[src/rtl/i2c_pkg.sv]
// rtl/i2c_pkg.sv - shared I2C types and constants for target and master
package i2c_pkg;

    localparam int I2C_ADDR_W = 7;
    localparam int I2C_DATA_W = 8;

    localparam logic I2C_RW_WRITE = 1'b0;
    localparam logic I2C_RW_READ  = 1'b1;

    typedef enum logic [2:0] {
        IDLE,
        ADDR,
        ADDR_ACK,
        WR_BYTE,
        WR_ACK,
        RD_BYTE,
        RD_ACK,
        WAIT_STOP
    } i2c_slave_state_t;

    // Address byte layout on the wire: 7 address bits MSB first, then R/W.
    function automatic logic addr_hit(input logic [I2C_DATA_W-1:0] addr_rw,
                                      input logic [I2C_ADDR_W-1:0] addr);
        return addr_rw[I2C_DATA_W-1:1] == addr;
    endfunction

endpackage

[src/rtl/i2c_line_sync.sv]
// rtl/i2c_line_sync.sv - SCL/SDA synchronizer with edge, START and STOP detection
module i2c_line_sync #(
    parameter int SYNC_STAGES = 2
) (
    input  logic clk,
    input  logic reset,
    input  logic scl_in,
    input  logic sda_in,
    output logic sda,
    output logic scl_rise,
    output logic scl_fall,
    output logic start,
    output logic stop
);

    logic [SYNC_STAGES-1:0] scl_sync_q, scl_sync_d;
    logic [SYNC_STAGES-1:0] sda_sync_q, sda_sync_d;
    logic                   scl_prev_q, scl_prev_d;
    logic                   sda_prev_q, sda_prev_d;
    logic                   scl;

    assign scl = scl_sync_q[SYNC_STAGES-1];
    assign sda = sda_sync_q[SYNC_STAGES-1];

    always_comb begin
        scl_sync_d = {scl_sync_q[SYNC_STAGES-2:0], scl_in};
        sda_sync_d = {sda_sync_q[SYNC_STAGES-2:0], sda_in};
        scl_prev_d = scl;
        sda_prev_d = sda;
    end

    // Flops reset to 1 so a released bus looks idle and no edge fires out of reset.
    always_ff @(posedge clk or posedge reset) begin
        if (reset) begin
            scl_sync_q <= '1;
            sda_sync_q <= '1;
            scl_prev_q <= 1'b1;
            sda_prev_q <= 1'b1;
        end else begin
            scl_sync_q <= scl_sync_d;
            sda_sync_q <= sda_sync_d;
            scl_prev_q <= scl_prev_d;
            sda_prev_q <= sda_prev_d;
        end
    end

    assign scl_rise = scl & ~scl_prev_q;
    assign scl_fall = ~scl & scl_prev_q;
    assign start    = scl & scl_prev_q & sda_prev_q & ~sda;
    assign stop     = scl & scl_prev_q & ~sda_prev_q & sda;

endmodule

[src/rtl/i2c_slave.sv]
// rtl/i2c_slave.sv - I2C target: address match, byte receive and byte transmit
module i2c_slave
    import i2c_pkg::*;
#(
    parameter logic [I2C_ADDR_W-1:0] SLAVE_ADDR  = 7'h6B,
    parameter int                    SYNC_STAGES = 2
) (
    input  logic                  clk,
    input  logic                  reset,
    input  logic                  scl_in,
    input  logic                  sda_in,
    output logic                  sda_oe,
    output logic [I2C_DATA_W-1:0] rx_data,
    output logic                  rx_valid,
    input  logic [I2C_DATA_W-1:0] tx_data,
    output logic                  tx_req,
    output logic                  addr_match,
    output logic                  busy
);

    logic sda, scl_rise, scl_fall, start_det, stop_det;

    i2c_line_sync #(
        .SYNC_STAGES(SYNC_STAGES)
    ) u_line_sync (
        .clk      (clk),
        .reset    (reset),
        .scl_in   (scl_in),
        .sda_in   (sda_in),
        .sda      (sda),
        .scl_rise (scl_rise),
        .scl_fall (scl_fall),
        .start    (start_det),
        .stop     (stop_det)
    );

    i2c_slave_state_t        state_q, state_d;
    logic [3:0]              bit_cnt_q, bit_cnt_d;
    logic [I2C_DATA_W-1:0]   shift_q, shift_d;
    logic                    rw_q, rw_d;
    logic                    sda_oe_q, sda_oe_d;
    logic [I2C_DATA_W-1:0]   rx_data_q, rx_data_d;
    logic                    rx_valid_q, rx_valid_d;
    logic                    addr_match_q, addr_match_d;
    logic                    busy_q, busy_d;
    logic                    load_tx;

    always_comb begin
        state_d      = state_q;
        bit_cnt_d    = bit_cnt_q;
        shift_d      = shift_q;
        rw_d         = rw_q;
        sda_oe_d     = sda_oe_q;
        rx_data_d    = rx_data_q;
        rx_valid_d   = 1'b0;
        addr_match_d = addr_match_q;
        busy_d       = busy_q;
        load_tx      = 1'b0;

        if (start_det) begin
            state_d      = ADDR;
            bit_cnt_d    = 4'd0;
            sda_oe_d     = 1'b0;
            busy_d       = 1'b1;
            addr_match_d = 1'b0;
        end else if (stop_det) begin
            state_d      = IDLE;
            bit_cnt_d    = 4'd0;
            sda_oe_d     = 1'b0;
            busy_d       = 1'b0;
            addr_match_d = 1'b0;
        end else begin
            case (state_q)
                ADDR, WR_BYTE: begin
                    if (scl_rise && bit_cnt_q < 4'd8) begin
                        shift_d   = {shift_q[I2C_DATA_W-2:0], sda};
                        bit_cnt_d = bit_cnt_q + 4'd1;
                    end else if (scl_fall && bit_cnt_q == 4'd8) begin
                        bit_cnt_d = 4'd0;
                        if (state_q == ADDR) begin
                            if (addr_hit(shift_q, SLAVE_ADDR)) begin
                                state_d      = ADDR_ACK;
                                sda_oe_d     = 1'b1;
                                addr_match_d = 1'b1;
                                rw_d         = shift_q[0];
                            end else begin
                                state_d = WAIT_STOP;
                            end
                        end else begin
                            state_d    = WR_ACK;
                            rx_data_d  = shift_q;
                            rx_valid_d = 1'b1;
                            sda_oe_d   = 1'b1;
                        end
                    end
                end
                ADDR_ACK: begin
                    if (scl_fall) begin
                        if (rw_q == I2C_RW_READ) begin
                            load_tx = 1'b1;
                        end else begin
                            state_d   = WR_BYTE;
                            sda_oe_d  = 1'b0;
                            bit_cnt_d = 4'd0;
                        end
                    end
                end
                WR_ACK: begin
                    if (scl_fall) begin
                        state_d   = WR_BYTE;
                        sda_oe_d  = 1'b0;
                        bit_cnt_d = 4'd0;
                    end
                end
                RD_BYTE: begin
                    if (scl_rise && bit_cnt_q < 4'd8) begin
                        bit_cnt_d = bit_cnt_q + 4'd1;
                    end else if (scl_fall) begin
                        if (bit_cnt_q == 4'd8) begin
                            state_d   = RD_ACK;
                            sda_oe_d  = 1'b0;
                            bit_cnt_d = 4'd0;
                        end else begin
                            shift_d  = {shift_q[I2C_DATA_W-2:0], 1'b0};
                            sda_oe_d = ~shift_q[I2C_DATA_W-2];
                        end
                    end
                end
                RD_ACK: begin
                    // A NACK leaves immediately; reaching the next fall means the master ACKed.
                    if (scl_rise && sda) begin
                        state_d = WAIT_STOP;
                    end else if (scl_fall) begin
                        load_tx = 1'b1;
                    end
                end
                WAIT_STOP: begin
                    sda_oe_d = 1'b0;
                end
                default: begin
                    sda_oe_d = 1'b0;
                end
            endcase
        end

        if (load_tx) begin
            state_d   = RD_BYTE;
            shift_d   = tx_data;
            sda_oe_d  = ~tx_data[I2C_DATA_W-1];
            bit_cnt_d = 4'd0;
        end
    end

    always_ff @(posedge clk or posedge reset) begin
        if (reset) begin
            state_q      <= IDLE;
            bit_cnt_q    <= 4'd0;
            shift_q      <= '0;
            rw_q         <= I2C_RW_WRITE;
            sda_oe_q     <= 1'b0;
            rx_data_q    <= '0;
            rx_valid_q   <= 1'b0;
            addr_match_q <= 1'b0;
            busy_q       <= 1'b0;
        end else begin
            state_q      <= state_d;
            bit_cnt_q    <= bit_cnt_d;
            shift_q      <= shift_d;
            rw_q         <= rw_d;
            sda_oe_q     <= sda_oe_d;
            rx_data_q    <= rx_data_d;
            rx_valid_q   <= rx_valid_d;
            addr_match_q <= addr_match_d;
            busy_q       <= busy_d;
        end
    end

    assign sda_oe     = sda_oe_q;
    assign rx_data    = rx_data_q;
    assign rx_valid   = rx_valid_q;
    assign tx_req     = load_tx;
    assign addr_match = addr_match_q;
    assign busy       = busy_q;

endmodule

[config.mk]
export PLATFORM = sky130hd
export DESIGN_NAME = i2c_slave
export DESIGN_NICKNAME = d
export VERILOG_FILES = /design/src/rtl/i2c_pkg.sv /design/src/rtl/i2c_line_sync.sv /design/src/rtl/i2c_slave.sv
export SDC_FILE = /design/constraint.sdc
export NUM_CORES = 1
export LEC_CHECK = 0
export ABC_CLOCK_PERIOD_IN_PS = 5300
export CORE_MARGIN = 2
export CORE_UTILIZATION = 58
export DETAILED_ROUTE_END_ITERATION = 8
export MAX_ROUTING_LAYER = met4
export PLACE_DENSITY = 0.82
export RECOVER_POWER = 50
export SLEW_MARGIN = 0
export SYNTH_ARGS = -nofsm -noshare
export SYNTH_HDL_FRONTEND = slang
export SYNTH_SLANG_ARGS = --single-unit
[constraint.sdc]
create_clock -name clk -period 5.3 [get_ports clk]
set_input_delay 1.325 -clock clk [delete_from_list [all_inputs] [get_ports clk]]
set_output_delay 1.325 -clock clk [all_outputs]
set_load 0.02 [all_outputs]
-- Word level (Yosys, flattened, before mapping)
Index checks and enable logic that the tools add are counted.
- register bits: 34
- input port bits: 12
- logic and storage cells: 150
- add/subtract/negate cells: 1
- order comparisons: 1
- equal/unequal tests: 29
- mux-type cells: 70
- bitwise logic cells: 17
- reduce and logical (&&, ||, !) cells: 19
- operators with widths (cell ; number):
    $mux W8 ; 7
    $ne A5 B5 Y1 const B ; 9
    $mux W4 ; 11
    $mux W3 ; 14
    $mux W1 ; 33
    $ne A6 B6 Y1 const B ; 4
    $reduce_and A7 Y1 ; 3
    $pmux W4 S4 ; 1
    $pmux W8 S2 ; 1
    $ne A3 B3 Y1 const B ; 5
    $pmux W3 S5 ; 1
    $reduce_bool A3 Y1 ; 5
    $not A1 Y1 ; 10
    $reduce_and A10 Y1 ; 1
    $eq A3 B3 Y1 const B ; 3
    $reduce_and A9 Y1 ; 1
    $reduce_bool A8 Y1 ; 1
    $and A1 B1 Y1 ; 7
    $eq A7 B7 Y1 const B ; 1
    $reduce_bool A7 Y1 ; 1
    $eq A3 B2 Y1 const B ; 2
    $reduce_and A6 Y1 ; 1
    $pmux W1 S5 ; 1
    $reduce_and A5 Y1 ; 1
    other kinds (10) ; 13

-- Longest topological paths before layout
- word-level depth: 9
- gate-level depth with buffers: 8

-- Modules after synthesis
From an unflattened synthesis, not the netlist that was laid out.
- cells, all modules: 175
- area, all modules: 1811.7 µm²
- by module, submodules not included (module ; instances ; cells an instance ; area an instance (µm²) ; sequential area each (µm²)):
    i2c_slave ; 1 ; 164 ; 1617.8 ; 700.7
    i2c_line_sync ; 1 ; 11 ; 193.9 ; 157.7

-- Worst setup path after synthesis
Ideal clock, no wire load.
- path type: flip-flop to output port
- start point: register u_line_sync.scl_prev_q
- end point: output port tx_req
- data arrival time: 1.419 ns
- setup slack: 2.556 ns
- stages on the path, launching flop included: 5
- path buffers: 2
- path through: dfstp_2 buf_2 nand2b_4 nor4_4 buf_4
- word-level cells in the longest chain between the ends: 7
- ends and longest elaborated chain (what ; RTL line ; RTL):
    start, declared ; i2c_line_sync.sv:18 ; logic scl_prev_q, scl_prev_d;
    start signal, assigned ; i2c_line_sync.sv:42 ; scl_prev_q <= scl_prev_d;
    $not A1 Y1 ; i2c_line_sync.sv:47 ; assign scl_rise = scl & ~scl_prev_q;
    $and A1 B1 Y1 ; i2c_line_sync.sv:47 ;
    $logic_and A1 B1 Y1 ; i2c_slave.sv:131 ; if (scl_rise && sda) begin
    $mux W1 ; i2c_slave.sv:131 ;
    $pmux W1 S2 ; i2c_slave.sv:73 ; case (state_q)
    $mux W1 ; i2c_slave.sv:66 ; end else if (stop_det) begin
    $mux W1 * ; i2c_slave.sv:60 ; if (start_det) begin
    end, declared ; i2c_slave.sv:16 ; output logic tx_req,
Mark *: on every way between the ends. The rest lies on a longest branch, timed or not.

-- Worst setup path in the final report
- start point: register state_q[1]
- end point: output port tx_req
- word-level cells in the longest chain between the ends: 4
- ends and longest elaborated chain (what ; RTL line ; RTL):
    start, declared ; i2c_slave.sv:37 ; i2c_slave_state_t state_q, state_d;
    start signal, assigned ; i2c_slave.sv:166 ; state_q <= state_d;
    $eq A3 B3 Y1 or $eq A3 B2 Y1 (tied branches) ; i2c_slave.sv:73 ;
    $pmux W1 S2 * ; i2c_slave.sv:73 ;
    $mux W1 * ; i2c_slave.sv:66 ;
    $mux W1 * ; i2c_slave.sv:60 ;
Marked as above.

==> out/results.txt <==
Placer Congestion = 0.911
die area = 0.00362 mm²
HP Class = register to register
Remaining DRCs = 0
count of final max-slew check failures = 0
Mapped Nets = 174
unrepaired setup endpoints after global routing = no
Worst path top cell family by delay = buffers and inverters
CP arrival = 2770 ps
Worst-Margin Slew = 1030 ps
worst reg2reg startpoint = state_q[1]
CP startpoint kind = register
number of synthesized register bits = 34
first-pass GRT wire length = 6220 µm
Mean Syn Cell Area = 11.4 µm²
cell total after placement = 222
post-placement cell area = 0.00208 mm²
crit path from = state_q[1]
grt ovf = 0
clock sink count = 34
kind of critical path = register to output pin
ys async rst share = 1.00
die width = 60.1 µm
number of global-route vias before repair = 1,345
fin crit period = 4100 ps
Post-synth EDFFs = 0
clk_lat worst skew = 330 ps
Initial Util = 0.604
Syn-to-layout area delta = 15.5%
Power Density = 442 mW/mm²
worst-path cell chain = inv_1 -> nor4_1 -> clkbuf_1 -> clkdlybuf4s50_1
clock transition at the registers of the reported paths = 100 ps
Avg Vias per Cell = 5.77
Crit path buffers/inverters = 3
Yosys warning count = 0
fin nets = 199
Inserted Clock Buffers = 5
total number of vias = 1,326
CP Data Required Time = 3970 ps
Core Util, Final = 0.698
setup violators final = 0
root buf cell = clkbuf_4
Slowest-stage cell, CP = clkdlybuf4s50_1
relative slew slack = 0.316
drt pass-1 iters = 4
Final Skew = 8.26 ps
final setup TNS = 0 ps
library cells used by synthesis = 50
Final Cell Area = 0.00211 mm²
CTS max path bufs = 2
num ports = 25
period utilisation layout = 0.773
VDD IR max = 0.237 mV
CTS tree = done
pin count of the biggest net entering global routing = 20
diode count = 0
fmax = 0.244 GHz
Syn Inst Count = 160
worst hold start = u_line_sync.scl_sync_q[0]
hold_buf cts = 0
Routed Antenna Nets = 0
DRT Wirelength = 3660 µm
Seq/Total Area, Yosys = 0.470
GRT Overall Usage = 0.240
prevailing post-synth register cell = dfrtp_1
CP max stage delay = 740 ps
post_cts resized = 0
initial DRC count = 60
Post-CTS Setup Inserts = 0
worst-path maximum fanout = 17
HPWL Detailed = 2700 µm
Setup crit end kind = output pin
Netlist Area Pre-Place = 0.00183 mm²
chip height = 60.1 µm
Placement Rows = 20
max_cap viols = 0
H-tree depth = 2
drt wl/cell = 15.9 µm
Leak = 0.928 nW
layout cells sized above 1 = 0.134
port bufs = 24
CORE AREA = 0.00303 mm²
initial antenna violation count = 0
outcome = finished clean
Cell Count, Final, Fillers Out = 230
Final Hold Vio Count = 0
[report_power, final]
| group | switching, W | internal [W] |
|---|---|---|
| clock network | 0.0000836 | 0.0000643 |
| registers | 0.0000826 | 0.000316 |
| logic | 0.000180 | 0.000207 |
| total | 0.000347 | 0.000587 |
[routing by layer]
metal,share of wire,routed length [µm],vias to the layer above,GRT usage
li1,-,-,633,-
met1,0.46,1670,654,0.317
met2,0.49,1810,33,0.376
met3,0.039,144,6,0.0519
met4,0.010,38,0,0.0667
met5,0,0,-,-
[layout make-up]
type | instances | area (µm²)
inverters | 7 | 26.3
well taps | 44 | 55.1
fillers | 228 | 916
clock inverters | 1 | 5.00
repair buffers | 26 | 248
flip-flops and latches | 34 | 858
clock buffers | 7 | 55.1
multi-input cells | 111 | 865
[cell usage after synthesis, drive strengths merged, types with 2 or more instances]
master  count  area share
nor3        3      0.0082
and3        2      0.0068
dfstp       6       0.086
buf         8       0.030
o211ai      2      0.0082
nor3b       2       0.011
o21ai       9       0.027
mux2i       3       0.016
nand3b      2      0.0082
nor2b       2      0.0068
o21bai      2      0.0082
mux2       25        0.17
inv         7       0.014
nand3       4       0.011
dfrtp      28        0.38
nor2       11       0.023
nand2b      3       0.014
o32ai       2      0.0096
ha          2       0.014
a21oi       6       0.016
nand2      10       0.021
nor4        3       0.022
[state kept, by name, summed over array words and instances, names as in the netlist]
name and flops:
rx_data 8, shift_q 8, bit_cnt_q 4, state_q 3
u_line_sync.scl_sync_q 2, u_line_sync.sda_sync_q 2, addr_match 1, busy 1
rw_q 1, rx_valid 1, sda_oe 1, u_line_sync.scl_prev_q 1
u_line_sync.sda_prev_q 1
[per-stage QoR]
stage          total power (W)  worst slack, ps  hold WS [ps]
3_3_place_gp          0.000791             2130           347
4_1_cts               0.000953             1700           363
5_1_grt               0.000993             1070           376
3_5_place_dp          0.000803             2080           349
2_1_floorplan         0.000729             2560           345
6_report              0.000934             1200           368
[kinds of logic after synthesis]
logic type / count (synthesis) / share of synthesized area
simple gates: 48 / 0.159
xor+xnor: 2 / 0.00958
compound gates: 31 / 0.119
buf+inv: 15 / 0.0445
mux: 28 / 0.185
fa+ha+maj: 2 / 0.0137
flops: 34 / 0.470
[path summary, 6_finish.rpt]
kind / endpoint / slack, ps / cells after the start
max: tx_req / 1200 / 4
min: u_line_sync.scl_sync_q[1] / 370 / 0
max reg2reg: bit_cnt_q[0] / 2500 / 6
min reg2reg: u_line_sync.scl_sync_q[1] / 370 / 0
max in group asynchronous: sda_oe / 2490 / 3
min in group asynchronous: shift_q[7] / 1490 / 2
[cell usage in the layout, fill, tap and decap left out, drive strengths merged, types with 4 or more instances in the layout]
cell type / Yosys / final
clkdlybuf4s50: 0 / 21
dfstp: 6 / 6
nand2: 10 / 10
mux2: 25 / 25
clkbuf: 0 / 9
dfrtp: 28 / 28
o21ai: 9 / 9
nand3: 4 / 4
nor2: 11 / 11
inv: 7 / 7
a21oi: 6 / 6
Power figures use the tool's default switching activity.
